## config.mk

```make
export PLATFORM = sky130hd
export DESIGN_NAME = mio_bus_ctrl_flat
export DESIGN_NICKNAME = d
export VERILOG_FILES = /design/src/rtl/mio_bus_ctrl_if.sv /design/src/rtl/mio_bus_ctrl.sv /design/src/flat_wrapper.sv
export SDC_FILE = /design/constraint.sdc
export NUM_CORES = 1
export LEC_CHECK = 0
export CORE_AREA = 2 2 108 110
export CTS_CLUSTER_DIAMETER = 40
export DETAILED_ROUTE_END_ITERATION = 10
export DIE_AREA = 0 0 110 112
export GPL_TIMING_DRIVEN = 0
export HOLD_SLACK_MARGIN = 0.03
export PLACE_DENSITY = 0.88
export SETUP_SLACK_MARGIN = 0.5
export SLEW_MARGIN = 20
export SYNTH_ARGS = -nofsm -noshare
export SYNTH_HDL_FRONTEND = slang
export SYNTH_SLANG_ARGS = --single-unit
```

## constraint.sdc

```tcl
create_clock -name clk -period 6.2 [get_ports clk]
set_clock_uncertainty 0.2 [all_clocks]
set_input_delay 1.55 -clock clk [delete_from_list [all_inputs] [get_ports clk]]
set_output_delay 1.55 -clock clk [all_outputs]
set_load 0.1 [all_outputs]
```

## src/rtl/mio_bus_ctrl_if.sv

```systemverilog
// mio_bus_ctrl_if: CPU-side and memory-side signals of the bus controller.
// slave is the controller's view, master the environment's.
interface mio_bus_ctrl_if;
  logic        cpu_req;
  logic        cpu_we;
  logic [1:0]  cpu_size;
  logic        cpu_sign;
  logic [31:0] cpu_addr;
  logic [31:0] cpu_wdata;
  logic [31:0] cpu_rdata;
  logic        cpu_ready;
  logic        cpu_err;
  logic [31:0] mem_addr;
  logic [31:0] mem_wdata;
  logic        mem_we;
  logic [3:0]  mem_be;
  logic [31:0] mem_rdata;

  modport slave (
    input  cpu_req, cpu_we, cpu_size, cpu_sign,
    input  cpu_addr, cpu_wdata, mem_rdata,
    output cpu_rdata, cpu_ready, cpu_err,
    output mem_addr, mem_wdata, mem_we, mem_be
  );

  modport master (
    output cpu_req, cpu_we, cpu_size, cpu_sign,
    output cpu_addr, cpu_wdata, mem_rdata,
    input  cpu_rdata, cpu_ready, cpu_err,
    input  mem_addr, mem_wdata, mem_we, mem_be
  );
endinterface

```

## src/rtl/mio_bus_ctrl.sv

```systemverilog
// mio_bus_ctrl: byte/half/word CPU accesses onto a word memory with
// byte enables, lane steering, fixed latency and load extension.
module mio_bus_ctrl #(
  parameter int WAIT_CYCLES = 2
) (
  input logic           clk,
  input logic           rst,
  mio_bus_ctrl_if.slave bus
);

  typedef enum logic [1:0] {
    S_IDLE,
    S_ACCESS,
    S_RESP
  } state_t;

  localparam logic [3:0] LAST = 4'(WAIT_CYCLES - 1);

  state_t      r_state;
  state_t      w_next;
  logic [3:0]  r_cnt;
  logic        r_we;
  logic        r_sign;
  logic        r_err;
  logic [1:0]  r_size;
  logic [1:0]  r_off;
  logic [3:0]  r_be;
  logic [31:0] r_maddr;
  logic [31:0] r_mwdata;
  logic [31:0] r_rdata;

  logic        w_bad;
  logic        w_last;
  logic        w_take;
  logic [3:0]  w_be;
  logic [31:0] w_wdata;
  logic [31:0] w_sh;
  logic [31:0] w_ext;

  assign w_take = (r_state == S_IDLE) && bus.cpu_req;
  assign w_last = (r_state == S_ACCESS) && (r_cnt == LAST);

  always_comb begin
    w_bad = 1'b0;
    unique case (1'b1)
      (bus.cpu_size == 2'b00): w_bad = 1'b0;
      (bus.cpu_size == 2'b01): w_bad = bus.cpu_addr[0];
      (bus.cpu_size == 2'b10): w_bad = |bus.cpu_addr[1:0];
      default:                 w_bad = 1'b1;
    endcase
  end

  always_comb begin
    w_be    = 4'b1111;
    w_wdata = bus.cpu_wdata;
    unique case (1'b1)
      (bus.cpu_size == 2'b00): begin
        w_be    = 4'b0001 << bus.cpu_addr[1:0];
        w_wdata = {4{bus.cpu_wdata[7:0]}};
      end
      (bus.cpu_size == 2'b01): begin
        w_be    = 4'b0011 << bus.cpu_addr[1:0];
        w_wdata = {2{bus.cpu_wdata[15:0]}};
      end
      default: begin
        w_be    = 4'b1111;
        w_wdata = bus.cpu_wdata;
      end
    endcase
  end

  // Addressed lane(s) shifted down to bit 0 before extension
  assign w_sh = bus.mem_rdata >> {r_off, 3'b000};

  always_comb begin
    w_ext = w_sh;
    unique case (1'b1)
      (r_size == 2'b00):
        w_ext = {{24{r_sign & w_sh[7]}}, w_sh[7:0]};
      (r_size == 2'b01):
        w_ext = {{16{r_sign & w_sh[15]}}, w_sh[15:0]};
      default:
        w_ext = w_sh;
    endcase
  end

  always_ff @(posedge clk or negedge rst) begin
    if (!rst) r_state <= S_IDLE;
    else      r_state <= w_next;
  end

  always_comb begin
    w_next = r_state;
    unique case (r_state)
      S_IDLE: begin
        if (bus.cpu_req) w_next = w_bad ? S_RESP : S_ACCESS;
      end
      S_ACCESS: begin
        if (r_cnt == LAST) w_next = S_RESP;
      end
      S_RESP:  w_next = S_IDLE;
      default: w_next = S_IDLE;
    endcase
  end

  // Strobes decode from state so a reset removes them at once
  always_comb begin
    bus.mem_be    = 4'b0000;
    bus.mem_we    = 1'b0;
    bus.cpu_ready = 1'b0;
    bus.cpu_err   = 1'b0;
    unique case (r_state)
      S_ACCESS: begin
        bus.mem_be = r_be;
        bus.mem_we = r_we && (r_cnt == LAST);
      end
      S_RESP: begin
        bus.cpu_ready = 1'b1;
        bus.cpu_err   = r_err;
      end
      default: begin
        bus.mem_be = 4'b0000;
      end
    endcase
  end

  assign bus.mem_addr  = r_maddr;
  assign bus.mem_wdata = r_mwdata;
  assign bus.cpu_rdata = r_rdata;

  always_ff @(posedge clk or negedge rst) begin
    if (!rst) begin
      r_cnt    <= '0;
      r_we     <= 1'b0;
      r_sign   <= 1'b0;
      r_err    <= 1'b0;
      r_size   <= '0;
      r_off    <= '0;
      r_be     <= '0;
      r_maddr  <= '0;
      r_mwdata <= '0;
      r_rdata  <= '0;
    end else begin
      if (w_take) begin
        r_we   <= bus.cpu_we;
        r_sign <= bus.cpu_sign;
        r_size <= bus.cpu_size;
        r_off  <= bus.cpu_addr[1:0];
        r_err  <= w_bad;
        if (!w_bad) begin
          r_be     <= w_be;
          r_maddr  <= {bus.cpu_addr[31:2], 2'b00};
          r_mwdata <= w_wdata;
        end
      end
      if (r_state == S_ACCESS) r_cnt <= r_cnt + 4'd1;
      else                     r_cnt <= '0;
      if (w_last && !r_we) r_rdata <= w_ext;
    end
  end

endmodule

```

## src/flat_wrapper.sv

```systemverilog
// flat-port wrapper written by rule: the top's interface ports become plain ports
module mio_bus_ctrl_flat 
#(
  parameter int WAIT_CYCLES = 2
)
  (clk, rst, bus_cpu_req, bus_cpu_we, bus_cpu_size, bus_cpu_sign, bus_cpu_addr, bus_cpu_wdata, bus_mem_rdata, bus_cpu_rdata, bus_cpu_ready, bus_cpu_err, bus_mem_addr, bus_mem_wdata, bus_mem_we, bus_mem_be);
  mio_bus_ctrl_if bus_i ();
  input logic clk;
  input logic rst;
  input wire logic [$bits(bus_i.cpu_req)-1:0] bus_cpu_req;
  input wire logic [$bits(bus_i.cpu_we)-1:0] bus_cpu_we;
  input wire logic [$bits(bus_i.cpu_size)-1:0] bus_cpu_size;
  input wire logic [$bits(bus_i.cpu_sign)-1:0] bus_cpu_sign;
  input wire logic [$bits(bus_i.cpu_addr)-1:0] bus_cpu_addr;
  input wire logic [$bits(bus_i.cpu_wdata)-1:0] bus_cpu_wdata;
  input wire logic [$bits(bus_i.mem_rdata)-1:0] bus_mem_rdata;
  output wire logic [$bits(bus_i.cpu_rdata)-1:0] bus_cpu_rdata;
  output wire logic [$bits(bus_i.cpu_ready)-1:0] bus_cpu_ready;
  output wire logic [$bits(bus_i.cpu_err)-1:0] bus_cpu_err;
  output wire logic [$bits(bus_i.mem_addr)-1:0] bus_mem_addr;
  output wire logic [$bits(bus_i.mem_wdata)-1:0] bus_mem_wdata;
  output wire logic [$bits(bus_i.mem_we)-1:0] bus_mem_we;
  output wire logic [$bits(bus_i.mem_be)-1:0] bus_mem_be;
  assign bus_i.cpu_req = bus_cpu_req;
  assign bus_i.cpu_we = bus_cpu_we;
  assign bus_i.cpu_size = bus_cpu_size;
  assign bus_i.cpu_sign = bus_cpu_sign;
  assign bus_i.cpu_addr = bus_cpu_addr;
  assign bus_i.cpu_wdata = bus_cpu_wdata;
  assign bus_i.mem_rdata = bus_mem_rdata;
  assign bus_cpu_rdata = bus_i.cpu_rdata;
  assign bus_cpu_ready = bus_i.cpu_ready;
  assign bus_cpu_err = bus_i.cpu_err;
  assign bus_mem_addr = bus_i.mem_addr;
  assign bus_mem_wdata = bus_i.mem_wdata;
  assign bus_mem_we = bus_i.mem_we;
  assign bus_mem_be = bus_i.mem_be;
  mio_bus_ctrl #(.WAIT_CYCLES(WAIT_CYCLES)) u_core (.clk(clk), .rst(rst), .bus(bus_i));
endmodule
```

==> key figures <==
Final layout
  – Ant diodes: 0
  – Share of post-route cells with drive strength above 1: 0.131
  – Area growth syn-to-layout: 48.9%
  – Nets: slightly below 800

Hold path
  – Hold Crit Start: u_core.bus.mem_wdata[20]
  – Hold Path Stages: 2
  – Hold Path End: u_core.bus.mem_wdata[20]
  – Min-delay worst type: register to register

GRT
  – Overall Global Routing Usage: 0.250
  – First-pass GRT wire length: ~24,000 um
  – Grt total ovfl: 0
  – Pin count of the biggest net entering global routing: 75
  – Initial antenna violation count: 0
  – Vias in the first global route: roughly 4,800

Timing
  – RSZ-0062 raised after global routing: false
  – Max_slew headroom: 0.300
  – Tmin final: 4.33 ns
  – Worst-margin pin slew: roughly 1.0 ns
  – Fin Hold WS: ~0.28 ns
  – FMAX: 231 MHz
  – Fin. max-slew vios: 0
  – Final period util: 0.698
  – # setup viols final: 0
  – Final hold vios: 0
  – Setup TNS: 0 ns

Routing
  – Initial DRC Count: a little under 200
  – Pre-antenna DRT Iters: 5
  – Vias: roughly 4,500
  – Total Wirelength: 15,400 um
  – Final ANT Viol Nets: 0
  – DRC: 0
  – Routed vias/inst: approximately 5.5
  – Avg WL per Cell: approximately 19 um

CTS
  – H-tree levels: 3
  – CTS tree: done
  – Setup Fix Bufs, Post-CTS: 0
  – Root Buffer: clkbuf_16
  – CTS Hold Buffers Added: 0
  – Post-cts sizing count: 0
  – Bufs on Longest Clock Path: 2
  – Clock sinks: around 110
  – Skew-Pair Late Insertion Delay: about 0.34 ns
  – Clk slew on worst S/H paths: 0.07 ns
  – Clock buffer count from CTS: 9

Yosys
  – Area share of fa/ha/maj cells after synthesis: 0.00484
  – Largest family of logic cells by synthesized area: multiplexers
  – Synth area leaders: dfrtp_1 54%, mux2_2 11%, mux2i_1 8.3%
  – Unique masters post-synth: 38
  – Top-area cell type share of the netlist area: 0.537
  – Seq/Total Area, Yosys: 0.537
  – Syn Area/Cell: between 10 and 15 sq um
  – #FFs+latches synth: 111
  – Ys flop type: dfrtp_1
  – Mapped Cells: 464
  – Post-synth EDFFs: 0
  – Synth warnings: 0
  – Post-synthesis simple-gate area fraction: 0.119
  – Leading area contributor after synthesis: dfrtp_1
  – FFs w/ async S/R, synth: 1.00
  – Post-Syn Area: between 0.005 and 0.006 sq mm
  – Mux contribution to synthesized area: 0.201
  – XOR/XNOR Fraction of Synth Area: 0.00508
  – Compound-Gate Fraction of Synth Area: 0.101

Setup path
  – Worst R2R Path Depth: 7
  – R2R Path End: u_core.bus.cpu_rdata[23]
  – Critical path data arrival time: about 2.6 ns
  – Worst Path Max Fanout: 5
  – Setup crit end kind: output pin
  – Worst Setup Path Type: register to output pin
  – Reg2reg start: u_core.r_cnt[1]
  – Startpoint types: register
  – CP Data Required Time: around 4.5 ns
  – R2R Setup Slk: roughly 3.9 ns

Placed design
  – Gpl congestion: 0.913
  – Port buffer count: 200
  – DPL Wire Length: between 10,000 and 15,000 um

Floorplanning
  – I/O Pins: between 200 and 250
  – Core area: about 0.011 sq mm
  – Die W: ~110 um
  – Row count: 39
  – Initial core utilization: 0.463
  – Die ar.: roughly 0.012 sq mm
  – Die H: 112 um

Status
  – Status: finished clean

Run
  – Max cap viols: 0
cells by family after synthesis:
kind of cell,count (synthesis)
compound gates,84
xor+xnor,3
fa+ha+maj,2
buf+inv,35
flops,111
mux,96
other cells,1
simple gates,132
registers in the layout (all words and copies together), names as in the netlist, 2 cells and up:
register              flops
u_core.r_off              2
u_core.r_state            2
u_core.r_size             2
u_core.r_be               4
u_core.bus.mem_addr      30
u_core.r_cnt              4
u_core.bus.cpu_rdata     32
u_core.bus.mem_wdata     32
worst max path at each step:
stage / start / end / slack, ns
2_1_floorplan: u_core.r_state[0] / bus_cpu_err / 1.76
6_report: u_core.r_cnt[1] / bus_mem_we / 1.87
3_5_place_dp: u_core.r_cnt[1] / bus_mem_we / 2.25
4_1_cts: u_core.r_cnt[1] / bus_mem_we / 1.87
5_1_grt: u_core.r_cnt[1] / bus_mem_we / 1.77
3_3_place_gp: rst / u_core.bus.mem_addr[3] / -0.73
layout by cell type (no fill, tap or decap), types with 3 or more instances in the layout:
cell,instances
clkdlybuf4s50_1,199
dfrtp_1,111
nand2_1,59
mux2_2,52
mux2i_1,43
o21ai_0,29
nor2_1,27
a21oi_1,25
nand3_1,17
clkbuf_1,17
buf_2,11
nor2b_1,10
clkbuf_16,9
o2bb2ai_1,8
o311ai_0,7
a211oi_1,7
and2_1,6
buf_4,5
nand2b_1,3
buf_1,3
nand3b_1,3
per-layer routing:
metal,share of wire,GRT usage
met5,0,0
met3,0.12,0.0978
met4,0.023,0.0962
met1,0.37,0.286
met2,0.49,0.419
synthesized netlist by cell type, drive strengths merged, types with 8 or more instances:
cell type and n:
mux2i 43, nand2 59, o311ai 9, clkbuf 15, dfrtp 111, nand3 17, nor2b 10, mux2 52
a21oi 25, buf 19, o2bb2ai 8, o21ai 30, nor2 27
worst max-delay path: stages, from the launching register on:
cell and delay [ns]:
dfrtp_1 0.40, inv_1 0.07, ha_1 0.12, nor3b_2 0.30, and3_1 0.21, clkdlybuf4s50_1 1.13
through the flow:
step	instance area, sq um	setup WS, ns	utilization	instances
after global placement	7360	-0.733	0.658	808
final	7700	1.87	0.689	824
after global routing	7700	1.77	0.689	824
after detailed placement	7390	2.25	0.661	809
after CTS	7700	1.87	0.689	824
after floorplan	5180	1.76	-	465
layout make-up:
cell class              instances  area (sq um)
fillers                       828          3470
plain buffers                  34           160
flip-flops and latches        111          2780
clock inverters                 3          67.6
clock buffers                  12           246
multi-input cells             319          2230
repair buffers                201          2030
well taps                     143           179
inverters                       1          3.75
Power is left out: the tool's default activity adds up to more than one toggle a clock period on the data nets, which glitch-free logic cannot reach.
